--- config.mk ---
export PLATFORM = sky130hd
export DESIGN_NAME = ir_key_event_decoder
export DESIGN_NICKNAME = d
export VERILOG_FILES = /design/src/rtl/ir_key_event_decoder.sv
export SDC_FILE = /design/constraint.sdc
export NUM_CORES = 1
export LEC_CHECK = 0
export ABC_AREA = 1
export CAP_MARGIN = 15
export CORE_MARGIN = 2
export CORE_UTILIZATION = 30
export DETAILED_ROUTE_END_ITERATION = 10
export PLACE_DENSITY_LB_ADDON = 0.1
export SLEW_MARGIN = 0
export SYNTH_ARGS = -nofsm -noshare
export SYNTH_HDL_FRONTEND = slang
export SYNTH_SLANG_ARGS = --single-unit
--- constraint.sdc ---
create_clock -name clk -period 3.4 [get_ports clk]
set_clock_uncertainty 0.05 [all_clocks]
set_input_delay 0.68 -clock clk [delete_from_list [all_inputs] [get_ports clk]]
set_output_delay 0.68 -clock clk [all_outputs]
set_load 0.1 [all_outputs]
--- src/rtl/ir_key_event_decoder.sv ---
`default_nettype none
// +----------------------------------------------------------------------------+
// | Module      : ir_key_event_decoder                                         |
// | Description : Turns 12-bit IR frames into press/release key events.       |
// |               Filters on address, tracks key-hold over repeat frames and   |
// |               queues events in a first-word-fall-through FIFO.             |
// |               Optional macro IR_KEY_REPEAT_EN adds repeat events and the   |
// |               evt_repeat head field.                                       |
// | Revision    : 1.0 - initial release                                        |
// +----------------------------------------------------------------------------+
module ir_key_event_decoder #(
  parameter int         RELEASE_TIMEOUT = 3000000,
  parameter logic [4:0] ADDR_MASK       = 5'h00,
  parameter logic [4:0] ADDR_MATCH      = 5'h01,
  parameter int         FIFO_DEPTH      = 4
) (
  input  logic        clk,
  input  logic        rst_n,
  input  logic [11:0] ir_data,
  input  logic        ir_data_rdy,
  output logic        evt_valid,
  input  logic        evt_ready,
  output logic        evt_release,
  output logic [6:0]  evt_cmd,
  output logic [4:0]  evt_addr,
  output logic        key_held,
  output logic [6:0]  held_cmd,
  output logic        overflow
`ifdef IR_KEY_REPEAT_EN
  ,
  output logic        evt_repeat
`endif
);

  localparam int TW = $clog2(RELEASE_TIMEOUT + 1);
  localparam int PW = $clog2(FIFO_DEPTH);
  localparam int CW = PW + 1;
`ifdef IR_KEY_REPEAT_EN
  localparam int EW = 14;
`else
  localparam int EW = 13;
`endif

  localparam logic [TW-1:0] C_TMO_LAST = TW'(RELEASE_TIMEOUT - 1);
  localparam logic [TW-1:0] C_TMO_SAT  = TW'(RELEASE_TIMEOUT);
  localparam logic [CW-1:0] C_FULL     = CW'(FIFO_DEPTH);
  localparam logic [0:0]    C_IDLE     = 1'b0;
  localparam logic [0:0]    C_HELD     = 1'b1;

  logic          rdy_q,       rdy_d;
  logic [0:0]    state_q,     state_d;
  logic [TW-1:0] timer_q,     timer_d;
  logic [6:0]    held_cmd_q,  held_cmd_d;
  logic [4:0]    held_addr_q, held_addr_d;
  logic          ovf_q,       ovf_d;
  logic [PW-1:0] wr_ptr_q,    wr_ptr_d;
  logic [PW-1:0] rd_ptr_q,    rd_ptr_d;
  logic [CW-1:0] cnt_q,       cnt_d;
  logic [EW-1:0] mem_q [FIFO_DEPTH];
  logic [EW-1:0] mem_d [FIFO_DEPTH];

  logic          det;
  logic          accept;
  logic          same_code;
  logic [6:0]    frame_cmd;
  logic [4:0]    frame_addr;
  logic          push_req;
  logic          push_rel;
  logic [6:0]    push_cmd;
  logic [4:0]    push_addr;
  logic [EW-1:0] push_entry;
  logic          push_ok;
  logic          pop;
  logic          full;
  logic [EW-1:0] head;
`ifdef IR_KEY_REPEAT_EN
  logic          push_rep;
`endif

  // Frame field split, rising-edge detection of data_rdy and address filter
  assign frame_cmd  = ir_data[6:0];
  assign frame_addr = ir_data[11:7];
  assign det        = ir_data_rdy & ~rdy_q;
  assign accept     = det & ((frame_addr & ADDR_MASK) == (ADDR_MATCH & ADDR_MASK));
  assign same_code  = (frame_cmd == held_cmd_q) && (frame_addr == held_addr_q);
  assign rdy_d      = ir_data_rdy;

`ifdef IR_KEY_REPEAT_EN
  assign push_entry = {push_rep, push_rel, push_addr, push_cmd};
`else
  assign push_entry = {push_rel, push_addr, push_cmd};
`endif

  // Key-hold state machine: decides which event (if any) to push this cycle
  always_comb begin
    state_d     = state_q;
    timer_d     = timer_q;
    held_cmd_d  = held_cmd_q;
    held_addr_d = held_addr_q;
    push_req    = 1'b0;
    push_rel    = 1'b0;
    push_cmd    = 7'h00;
    push_addr   = 5'h00;
`ifdef IR_KEY_REPEAT_EN
    push_rep    = 1'b0;
`endif
    case (state_q)
      C_IDLE: begin
        if (accept) begin
          push_req    = 1'b1;
          push_cmd    = frame_cmd;
          push_addr   = frame_addr;
          held_cmd_d  = frame_cmd;
          held_addr_d = frame_addr;
          timer_d     = '0;
          state_d     = C_HELD;
        end
      end
      C_HELD: begin
        // A frame arriving on the timeout cycle keeps the key held
        if (accept) begin
          timer_d = '0;
          if (!same_code) begin
            push_req    = 1'b1;
            push_cmd    = frame_cmd;
            push_addr   = frame_addr;
            held_cmd_d  = frame_cmd;
            held_addr_d = frame_addr;
          end
`ifdef IR_KEY_REPEAT_EN
          else begin
            push_req  = 1'b1;
            push_rep  = 1'b1;
            push_cmd  = frame_cmd;
            push_addr = frame_addr;
          end
`endif
        end else if (timer_q == C_TMO_LAST) begin
          push_req  = 1'b1;
          push_rel  = 1'b1;
          push_cmd  = held_cmd_q;
          push_addr = held_addr_q;
          timer_d   = '0;
          state_d   = C_IDLE;
        end else if (timer_q != C_TMO_SAT) begin
          timer_d = timer_q + TW'(1);
        end
      end
      default: state_d = C_IDLE;
    endcase
  end

  // Event FIFO bookkeeping: full-with-pop still accepts, full-without-pop drops
  always_comb begin
    mem_d    = mem_q;
    wr_ptr_d = wr_ptr_q;
    rd_ptr_d = rd_ptr_q;
    cnt_d    = cnt_q;
    full     = (cnt_q == C_FULL);
    pop      = evt_valid & evt_ready;
    push_ok  = push_req & (~full | pop);
    ovf_d    = ovf_q | (push_req & full & ~pop);
    if (push_ok) begin
      mem_d[wr_ptr_q] = push_entry;
      wr_ptr_d        = wr_ptr_q + PW'(1);
    end
    if (pop) begin
      rd_ptr_d = rd_ptr_q + PW'(1);
    end
    if (push_ok && !pop) begin
      cnt_d = cnt_q + CW'(1);
    end else if (!push_ok && pop) begin
      cnt_d = cnt_q - CW'(1);
    end
  end

  // Head fields read zero whenever the FIFO is empty
  assign head        = mem_q[rd_ptr_q];
  assign evt_valid   = (cnt_q != '0);
  assign evt_release = evt_valid & head[12];
  assign evt_addr    = evt_valid ? head[11:7] : 5'h00;
  assign evt_cmd     = evt_valid ? head[6:0] : 7'h00;
`ifdef IR_KEY_REPEAT_EN
  assign evt_repeat  = evt_valid & head[13];
`endif
  assign key_held    = (state_q == C_HELD);
  assign held_cmd    = held_cmd_q;
  assign overflow    = ovf_q;

  // State registers with synchronous active-low reset
  always_ff @(posedge clk) begin
    if (!rst_n) begin
      rdy_q       <= 1'b0;
      state_q     <= C_IDLE;
      timer_q     <= '0;
      held_cmd_q  <= 7'h00;
      held_addr_q <= 5'h00;
      ovf_q       <= 1'b0;
      wr_ptr_q    <= '0;
      rd_ptr_q    <= '0;
      cnt_q       <= '0;
      mem_q       <= '{default: '0};
    end else begin
      rdy_q       <= rdy_d;
      state_q     <= state_d;
      timer_q     <= timer_d;
      held_cmd_q  <= held_cmd_d;
      held_addr_q <= held_addr_d;
      ovf_q       <= ovf_d;
      wr_ptr_q    <= wr_ptr_d;
      rd_ptr_q    <= rd_ptr_d;
      cnt_q       <= cnt_d;
      mem_q       <= mem_d;
    end
  end

endmodule
`default_nettype wire

==> reports/results.ini, run 1 <==
[sta]
worst-slew-pin-transition_ps=659
finalMaxSlewViolations=0
tns_ps=0
finalSetupViolations=0
rsz0062_at_grt=false
fin_crit_ps=2990
setup_slack_ps=412
period_share=0.879
hold_viol=0
whs_ps=441
maxSlewHeadroom=0.561
clock.fmax_ghz=0.335

[floorplanning]
ioPinCount=39
die_w_um=135
start_util=0.309
die-area_mm2=0.0183
core_area_mm2=0.0167
die_y_um=135
rows=47

[power]
fin_total_pwr_mw=4.52
pwr-share-comb=0.409
power_switching_mw=1.80
powerDensity_mw_per_mm2=725
switching_share=0.398
peakVddDrop_uv=344
p_leak_nw=2.82
pwr-share-seq=0.290
intPower_mw=2.72
clkPwrFrac=0.301

[finish]
layout_common_cells=nand2_1 (189), nor2_1 (163), inv_1 (102)
final_common_cell=nand2_1
final_util=0.373
drive_gt1_frac=0.117
final_cell_area_mm2=0.00623
layoutNonFillerInstCount=1059
antennaDiodeCount=0
area_delta_synth_final_pct=20.7
nets=858

[worst_setup_path]
critPathMaxFanout=6
critPathArrivalTime_ps=3220
cp.required_ps=3630
cp_common_cell=inv_2
crit_start=ir_data_rdy
worst_setup_path_start_kind=input pin
crit_chain=clkdlybuf4s50_1 -> inv_2 -> nor2_2 -> inv_2 -> nor2_1 -> inv_2 -> nand2_2 -> inv_2 -> nand2_8 -> nand2_1 -> inv_1 -> ha_1 -> inv_1 -> fa_1 -> nor2_1 -> nor2_1 -> nand2_1 -> o21ai_0 -> a21oi_1
max_stage_delay_ps=500
crit_type=in -> reg
worstReg2RegStart=timer_q[1]$_SDFFE_PN0P_
cp_num_buf_inv=7
endpoint_kind=flip-flop
path_delay_family=buffers and inverters
slowest_stage=clkdlybuf4s50_1

[synth]
yosys_warnings=0
seq_area_frac_synth=0.372
avgSynthCellArea_um2=6.41
synth.distinct_cells=30
synthCells=805
syn-num-nets=829
syn-cell-area_mm2=0.00516
ys_ff_latch=96

[drt]
antenna_left=0
drt_iter0_markers=195
wl_um=13600
viasPerCell=4.46
dr.pass1.iters=4
wl_per_cell_um=12.8
vias=4728
drc=0

[clock_network]
cts_buffers=9
clk-insertion-delay-late_ps=350
postCtsSetupRepairBufs=0
clockRootBuffer=clkbuf_16
cts.sinks=96
cts_hold_buf=0
htree_levels=3
cts_resized=0
cts_tree=built
clk_path_buf_depth=2
path_clk_slew_ps=70

[global_route]
grt_max_degree=61
antenna_found_initial=0
first_global_vias=4527
grt-ovfl-total=0
grt_pass1_wl_um=22600
grt_usage=0.159

[placed_design]
dp_slack_ps=44.4
gp_congestion=0.790
dpl_cell_area_mm2=0.00583
dpl.hpwl_um=9430
port_buffers=38
dp.cells=1043

[min_path]
hold_start=cnt_q[1]$_SDFFE_PN0P_
hold_class=reg -> reg

[job]
maxCapViolCount=0

[outcome]
outcome=finished clean

sequential cells by signal, summed over array words and instances, names as in the netlist:
name / cells
rd_ptr_q: 2
mem_q: 52
key_held: 1
held_addr_q: 5
wr_ptr_q: 2
overflow: 1
rdy_q: 1
timer_q: 22
cnt_q: 3
held_cmd: 7
cells in the mapped netlist:
cell	number	area, µm²
inv_1	102	383
nor2_1	163	612
nand4_1	10	62.6
buf_6	4	45.0
a21oi_1	64	320
o21ai_0	40	200
nand2_8	1	20.0
nand3_1	26	130
ha_1	7	87.6
fa_1	1	20.0
nand2_2	24	150
buf_2	13	65.1
dfxtp_1	96	1920
o211ai_1	1	7.51
nand3_2	3	30.0
xnor2_1	6	52.6
xor2_1	8	70.1
and3_1	1	6.26
clkbuf_1	11	41.3
buf_1	1	3.75
clkinv_1	2	7.51
nand3_4	4	70.1
nor4_1	2	12.5
buf_4	1	7.51
a31oi_1	3	18.8
nand2_1	189	709
inv_2	13	48.8
nor2_2	1	6.26
nor3_1	6	30.0
nor2_4	2	22.5
layer usage:
metal	track usage	up-vias	wire [µm]	share of wire
met2	0.262	59	6220	0.46
met4	0.0712	0	394	0.029
li1	-	2533	-	-
met1	0.202	2116	6500	0.48
met5	0	-	0	0
met3	0.0296	20	460	0.034
cells by family (layout without fill, tap and decap cells):
group / after synthesis / count (layout) / share of synthesized area
adder cells (fa/ha/maj): 8 / 8 / 0.0208
flip-flops: 96 / 96 / 0.372
AND/OR/NAND/NOR: 432 / 432 / 0.361
XOR/XNOR: 14 / 14 / 0.0238
AO/OA/AOI/OAI: 108 / 108 / 0.106
buffers and inverters: 147 / 181 / 0.117
power by group through the flow:
stage	combinational, mW	sequential, mW	clock, mW
floorplan	1.23	1.38	0
CTS	1.87	1.31	1.40
global route	2.00	1.33	1.45
finish	1.85	1.31	1.36
global placement	1.85	1.33	0
detailed placement	1.86	1.34	0
worst paths after layout:
| path | to | slack, ps | cells past startpoint |
|---|---|---|---|
| worst max register to register | cnt_q[2]$_SDFFE_PN0P_ | 620 | 19 |
| worst min register to register | cnt_q[1]$_SDFFE_PN0P_ | 440 | 2 |
| worst max-delay path | cnt_q[2]$_SDFFE_PN0P_ | 410 | 19 |
| worst min-delay path | cnt_q[1]$_SDFFE_PN0P_ | 440 | 2 |
final cells by class:
class | instances | area [µm²]
Clock buffer | 11 | 253
Clock inverter | 5 | 150
Fill cell | 1753 | 10500
Inverter | 117 | 439
Multi-Input combinational cell | 562 | 2640
Sequential cell | 96 | 1920
Tap cell | 220 | 275
Timing Repair Buffer | 48 | 556
worst min-delay path: cells and delay by family (launching register included):
kind | cells | cell delay, ps
DFF | 1 | 340
buffers and inverters | 1 | 60
AOI/OAI and AO/OA | 1 | 50
Note: power is estimated with default switching activity, not from simulation.
==> run 2: changes to the inputs <==
--- a/config.mk
+++ b/config.mk
@@ -8,7 +8,8 @@
 export ABC_AREA = 1
 export CAP_MARGIN = 15
 export CORE_MARGIN = 2
-export CORE_UTILIZATION = 30
+export CORE_UTILIZATION = 45
+export CTS_CLUSTER_SIZE = 20
 export DETAILED_ROUTE_END_ITERATION = 10
 export PLACE_DENSITY_LB_ADDON = 0.1
 export SLEW_MARGIN = 0
==> run 2 against run 1 <==
Final cell count decreased by 7.5%; wire length shrank 7.5%; design area is 3.4% lower; clock power is 24% lower; via count grew 0.49%; worst hold slack improved by 6.1 ps; largest cell class unchanged; highest routed layer unchanged.
==> reports/results.ini, run 2 (synthesis results as in run 1) <==
[outcome]
outcome=finished clean

[finish]
largest_register_ffs=52
nets=856
layout_common_cells=nand2_1 (189), nor2_1 (163), inv_1 (102)
largest-register=mem_q
drive_gt1_frac=0.112
final_util=0.532
area_delta_synth_final_pct=16.6
antennaDiodeCount=0
nFillCells=1164
final_common_cell=nand2_1

[worst_setup_path]
cp.required_ps=2670
path_delay_family=buffers and inverters
worst_setup_path_start_kind=flip-flop
cp_num_buf_inv=2
critPathArrivalTime_ps=2260
critPathMaxFanout=27
crit_type=reg -> out
max_stage_delay_ps=570
endpoint_kind=primary output
rr_worst_depth=19
r2r_slack_ps=710
worstReg2RegStart=timer_q[1]$_SDFFE_PN0P_
slowest_stage=clkinv_1
cp_common_cell=a21oi_1
crit_chain=clkinv_1 -> a21oi_1 -> o21ai_0 -> a21oi_1 -> buf_12
reg2reg_to=cnt_q[2]$_SDFFE_PN0P_

[sta]
maxSlewHeadroom=0.522
worst-slew-pin-transition_ps=712
rsz0062_at_grt=false
period_share=0.879
finalMaxSlewViolations=0
clock.fmax_ghz=0.335
fin_crit_ps=2990
finalSetupViolations=0
hold_viol=0

[drt]
wl_per_cell_um=12.8
dr.pass1.iters=5
vias=4751
antenna_left=0
viasPerCell=4.85
drt_iter0_markers=210
drc=0
wl_um=12600

[floorplanning]
start_util=0.456
die_w_um=111
die_y_um=111
ioPinCount=39
die-area_mm2=0.0123
core_area_mm2=0.0113
rows=39

[min_path]
holdPathEnd=cnt_q[1]$_SDFFE_PN0P_
worstHoldPathCells=2
hold_start=cnt_q[1]$_SDFFE_PN0P_
hold_class=reg -> reg

[global_route]
grt-ovfl-total=0
antenna_found_initial=0
grt_max_degree=61
grt_usage=0.210
first_global_vias=4518
grt_pass1_wl_um=20900

[clock_network]
path_clk_slew_ps=60
cts_hold_buf=0
htree_levels=3
cts_resized=0
clockRootBuffer=clkbuf_16
cts_buffers=9
postCtsSetupRepairBufs=0
cts.sinks=96
cts_tree=built
clk_path_buf_depth=2
clk-insertion-delay-late_ps=340

[power]
fin_total_pwr_mw=4.16
p_leak_nw=2.76
peakVddDrop_uv=643
powerDensity_mw_per_mm2=691

[placed_design]
gp_congestion=0.863
dpl.hpwl_um=8640
port_buffers=38

[job]
maxCapViolCount=0

run 2: cell count changes in the layout (fill, tap and decap cells not counted), sizes merged:
cell,delta
clkbuf,+2
buf,-2
bufinv,-4
clkinv,+2
run 2: layout make-up:
cell class	count	area [µm²]	share of cell area
clock buffers	13	260	0.0432
clock inverters	3	40.0	0.00665
inverters	117	439	0.0730
multi-input cells	562	2640	0.438
flip-flops and latches	96	1920	0.319
well taps	143	179	0.0297
repair buffers	46	541	0.0898
run 2: worst max path at each step:
stage / start / end / cells after the start / slack, ps
2_1_floorplan: cnt_q[0]$_SDFFE_PN0P_ / evt_addr[0] / 5 / -380
3_3_place_gp: ir_data_rdy / cnt_q[2]$_SDFFE_PN0P_ / 19 / 170
3_5_place_dp: ir_data_rdy / cnt_q[2]$_SDFFE_PN0P_ / 19 / 130
4_1_cts: rd_ptr_q[0]$_SDFFE_PN0P_ / evt_release / 5 / 360
5_1_grt: rd_ptr_q[0]$_SDFFE_PN0P_ / evt_release / 5 / 200
6_report: rd_ptr_q[0]$_SDFFE_PN0P_ / evt_release / 5 / 410
run 2: routing by layer:
metal  vias to the layer above  GRT usage  routed length, µm
met5                         -          0                  0
met4                         0     0.0823                240
met3                        15     0.0317                381
met2                        76      0.357               5920
met1                      2140      0.268               6030
li1                       2520          -                  -
run 2: through the flow:
stage	hold slack (ps)	TNS (ps)	instance area [µm²]	worst slack, ps	cells
6_report	447	0	6020	410	980
5_1_grt	473	0	6020	201	980
4_1_cts	445	0	6020	358	980
3_5_place_dp	435	0	5720	132	964
3_3_place_gp	429	0	5720	168	964
2_1_floorplan	412	-4390	5160	-384	805
run 2: power by group:
group | switching (mW) | total, mW | internal [mW]
Sequential | 0.0654 | 1.31 | 1.25
Combinational | 1.26 | 1.82 | 0.560
Clock | 0.424 | 1.03 | 0.609
run 2: worst register-to-register path, stage by stage (launching register included):
cell and delay, ps:
dfxtp_1 390, ha_1 200, nand3_2 140, nor2_4 130, inv_2 60, nor2_4 120
nand3_2 100, nand2_2 80, inv_2 60, nand2_8 100, nand2_1 90, inv_1 110
ha_1 150, inv_1 60, fa_1 380, nor2_1 110, nor2_1 40, nand2_1 70
o21ai_0 70, a21oi_1 140
==> run 3: changes to the inputs <==
--- a/config.mk
+++ b/config.mk
@@ -7,11 +7,10 @@
 export LEC_CHECK = 0
 export ABC_AREA = 1
 export CAP_MARGIN = 15
-export CORE_MARGIN = 2
 export CORE_UTILIZATION = 45
 export CTS_CLUSTER_SIZE = 20
 export DETAILED_ROUTE_END_ITERATION = 10
-export PLACE_DENSITY_LB_ADDON = 0.1
+export PLACE_DENSITY_LB_ADDON = 0.12
 export SLEW_MARGIN = 0
 export SYNTH_ARGS = -nofsm -noshare
 export SYNTH_HDL_FRONTEND = slang
==> run 3 against run 2 <==
Non-clock buffer count fell by 1; worst hold slack got worse by 4.7 ps; sequential share of layout area rose by 0.20 points; critical endpoint is now cnt_q[2]$_SDFFE_PN0P_; design area fell by 0.62%; register-to-register slack got worse by 50 ps; power fell by 2.2%; via count fell by 0.38%; core utilization rose by 1.1 points; critical path type is now in -> reg; sequential cell count did not move; final cell count fell by 0.51%.
==> reports/results.ini, run 3 (synthesis results as in run 1) <==
[worst_setup_path]
endpoint_kind=flip-flop
critPathMaxFanout=6
cp_num_buf_inv=7
r2r_slack_ps=660
max_stage_delay_ps=500
worst_setup_path_start_kind=input pin
path_delay_family=buffers and inverters
crit_chain=clkdlybuf4s50_1 -> inv_2 -> nor2_2 -> inv_2 -> nor2_1 -> inv_2 -> nand2_2 -> inv_2 -> nand2_8 -> nand2_1 -> inv_1 -> ha_1 -> inv_1 -> fa_1 -> nor2_1 -> nor2_1 -> nand2_1 -> o21ai_0 -> a21oi_1
cp.required_ps=3620
cp_common_cell=inv_2
critPathArrivalTime_ps=3200
slowest_stage=clkdlybuf4s50_1
crit_type=in -> reg

[finish]
antennaDiodeCount=0
largest_register_ffs=52
nets=855
layout_common_cells=nand2_1 (189), nor2_1 (163), inv_1 (102)
layoutNonFillerInstCount=975
drive_gt1_frac=0.111
area_delta_synth_final_pct=15.9
multiInputGateArea_mm2=0.00264
largest-register=mem_q
final_common_cell=nand2_1
final_cell_area_mm2=0.00598
nFillCells=1126
register_area_mm2=0.00192

[clock_network]
path_clk_slew_ps=60
postCtsSetupRepairBufs=0
cts.sinks=96
htree_levels=3
cts_buffers=9
cts_hold_buf=0
clockRootBuffer=clkbuf_16
cts_resized=0
clk-insertion-delay-late_ps=350
clk_path_buf_depth=2
cts_tree=built

[drt]
drt_iter0_markers=246
wl_um=12100
dr.pass1.iters=4
viasPerCell=4.85
wl_per_cell_um=12.4
antenna_left=0
vias=4733
drc=0

[floorplanning]
die-area_mm2=0.0119
rows=38
start_util=0.468
die_w_um=109
ioPinCount=39
core_area_mm2=0.0110
die_y_um=109

[sta]
worst-slew-pin-transition_ps=634
whs_ps=442
hold_viol=0
maxSlewHeadroom=0.577
period_share=0.876
finalMaxSlewViolations=0
fin_crit_ps=2980
rsz0062_at_grt=false
finalSetupViolations=0
setup_slack_ps=423
clock.fmax_ghz=0.336

[min_path]
hold_class=reg -> reg

[power]
powerDensity_mw_per_mm2=681
p_leak_nw=2.74
peakVddDrop_uv=680
fin_total_pwr_mw=4.07

[job]
maxCapViolCount=0

[global_route]
grt_max_degree=61
grt_pass1_wl_um=20200
antenna_found_initial=0
grt_usage=0.219
grt-ovfl-total=0
first_global_vias=4358

[placed_design]
dp.cells=960
port_buffers=38
gp_congestion=0.873
dpl_cell_area_mm2=0.00571
dp_slack_ps=79.5
dpl.hpwl_um=8410

[outcome]
outcome=finished clean

## run 3: changes by cell type in the layout (fill, tap and decap cells not counted)
cell / previous run / this run
clkinvlp_4: 0 / 1
buf_4: 18 / 17
bufinv_16: 1 / 0
clkbuf_1: 2 / 1
## run 3: worst paths after layout
check | start | endpoint | cells past startpoint
worst max-delay path | ir_data_rdy | cnt_q[2]$_SDFFE_PN0P_ | 19
worst min-delay path | cnt_q[1]$_SDFFE_PN0P_ | cnt_q[1]$_SDFFE_PN0P_ | 2
worst max register to register | timer_q[1]$_SDFFE_PN0P_ | cnt_q[2]$_SDFFE_PN0P_ | 19
worst min register to register | cnt_q[1]$_SDFFE_PN0P_ | cnt_q[1]$_SDFFE_PN0P_ | 2
## run 3: cell type report
class                           instances  share of cell area
Clock buffer                           12              0.0429
Sequential cell                        96               0.321
Tap cell                              140              0.0293
Multi-Input combinational cell        562               0.441
Inverter                              117              0.0734
Clock inverter                          3             0.00293
Timing Repair Buffer                   45              0.0891
## run 3: power by group
group / switching, mW / internal [mW]
clock network: 0.418 / 0.529
logic: 1.26 / 0.555
registers: 0.0646 / 1.25
## run 3: stage by stage
stage	util	TNS, ps
after floorplan	-	-4390
after global placement	0.517	0
after detailed placement	0.517	0
after CTS	0.542	0
after global routing	0.542	0
final	0.542	0
## run 3: worst reg2reg max path, cell delays in order, from the launching register on
cell	delay, ps
dfxtp_1	390
ha_1	200
nand3_2	140
nor2_4	130
inv_2	70
nor2_4	120
nand3_2	100
nand2_2	80
inv_2	60
nand2_8	90
nand2_1	80
inv_1	110
ha_1	150
inv_1	70
fa_1	390
nor2_1	120
nor2_1	40
nand2_1	60
o21ai_0	70
a21oi_1	150
## run 3: layer usage
| layer | share of wire | wire length [µm] | global-route usage |
|---|---|---|---|
| met3 | 0.037 | 449 | 0.0400 |
| met2 | 0.47 | 5760 | 0.373 |
| met4 | 0.015 | 187 | 0.0763 |
| met5 | 0 | 0 | 0 |
| met1 | 0.47 | 5740 | 0.274 |
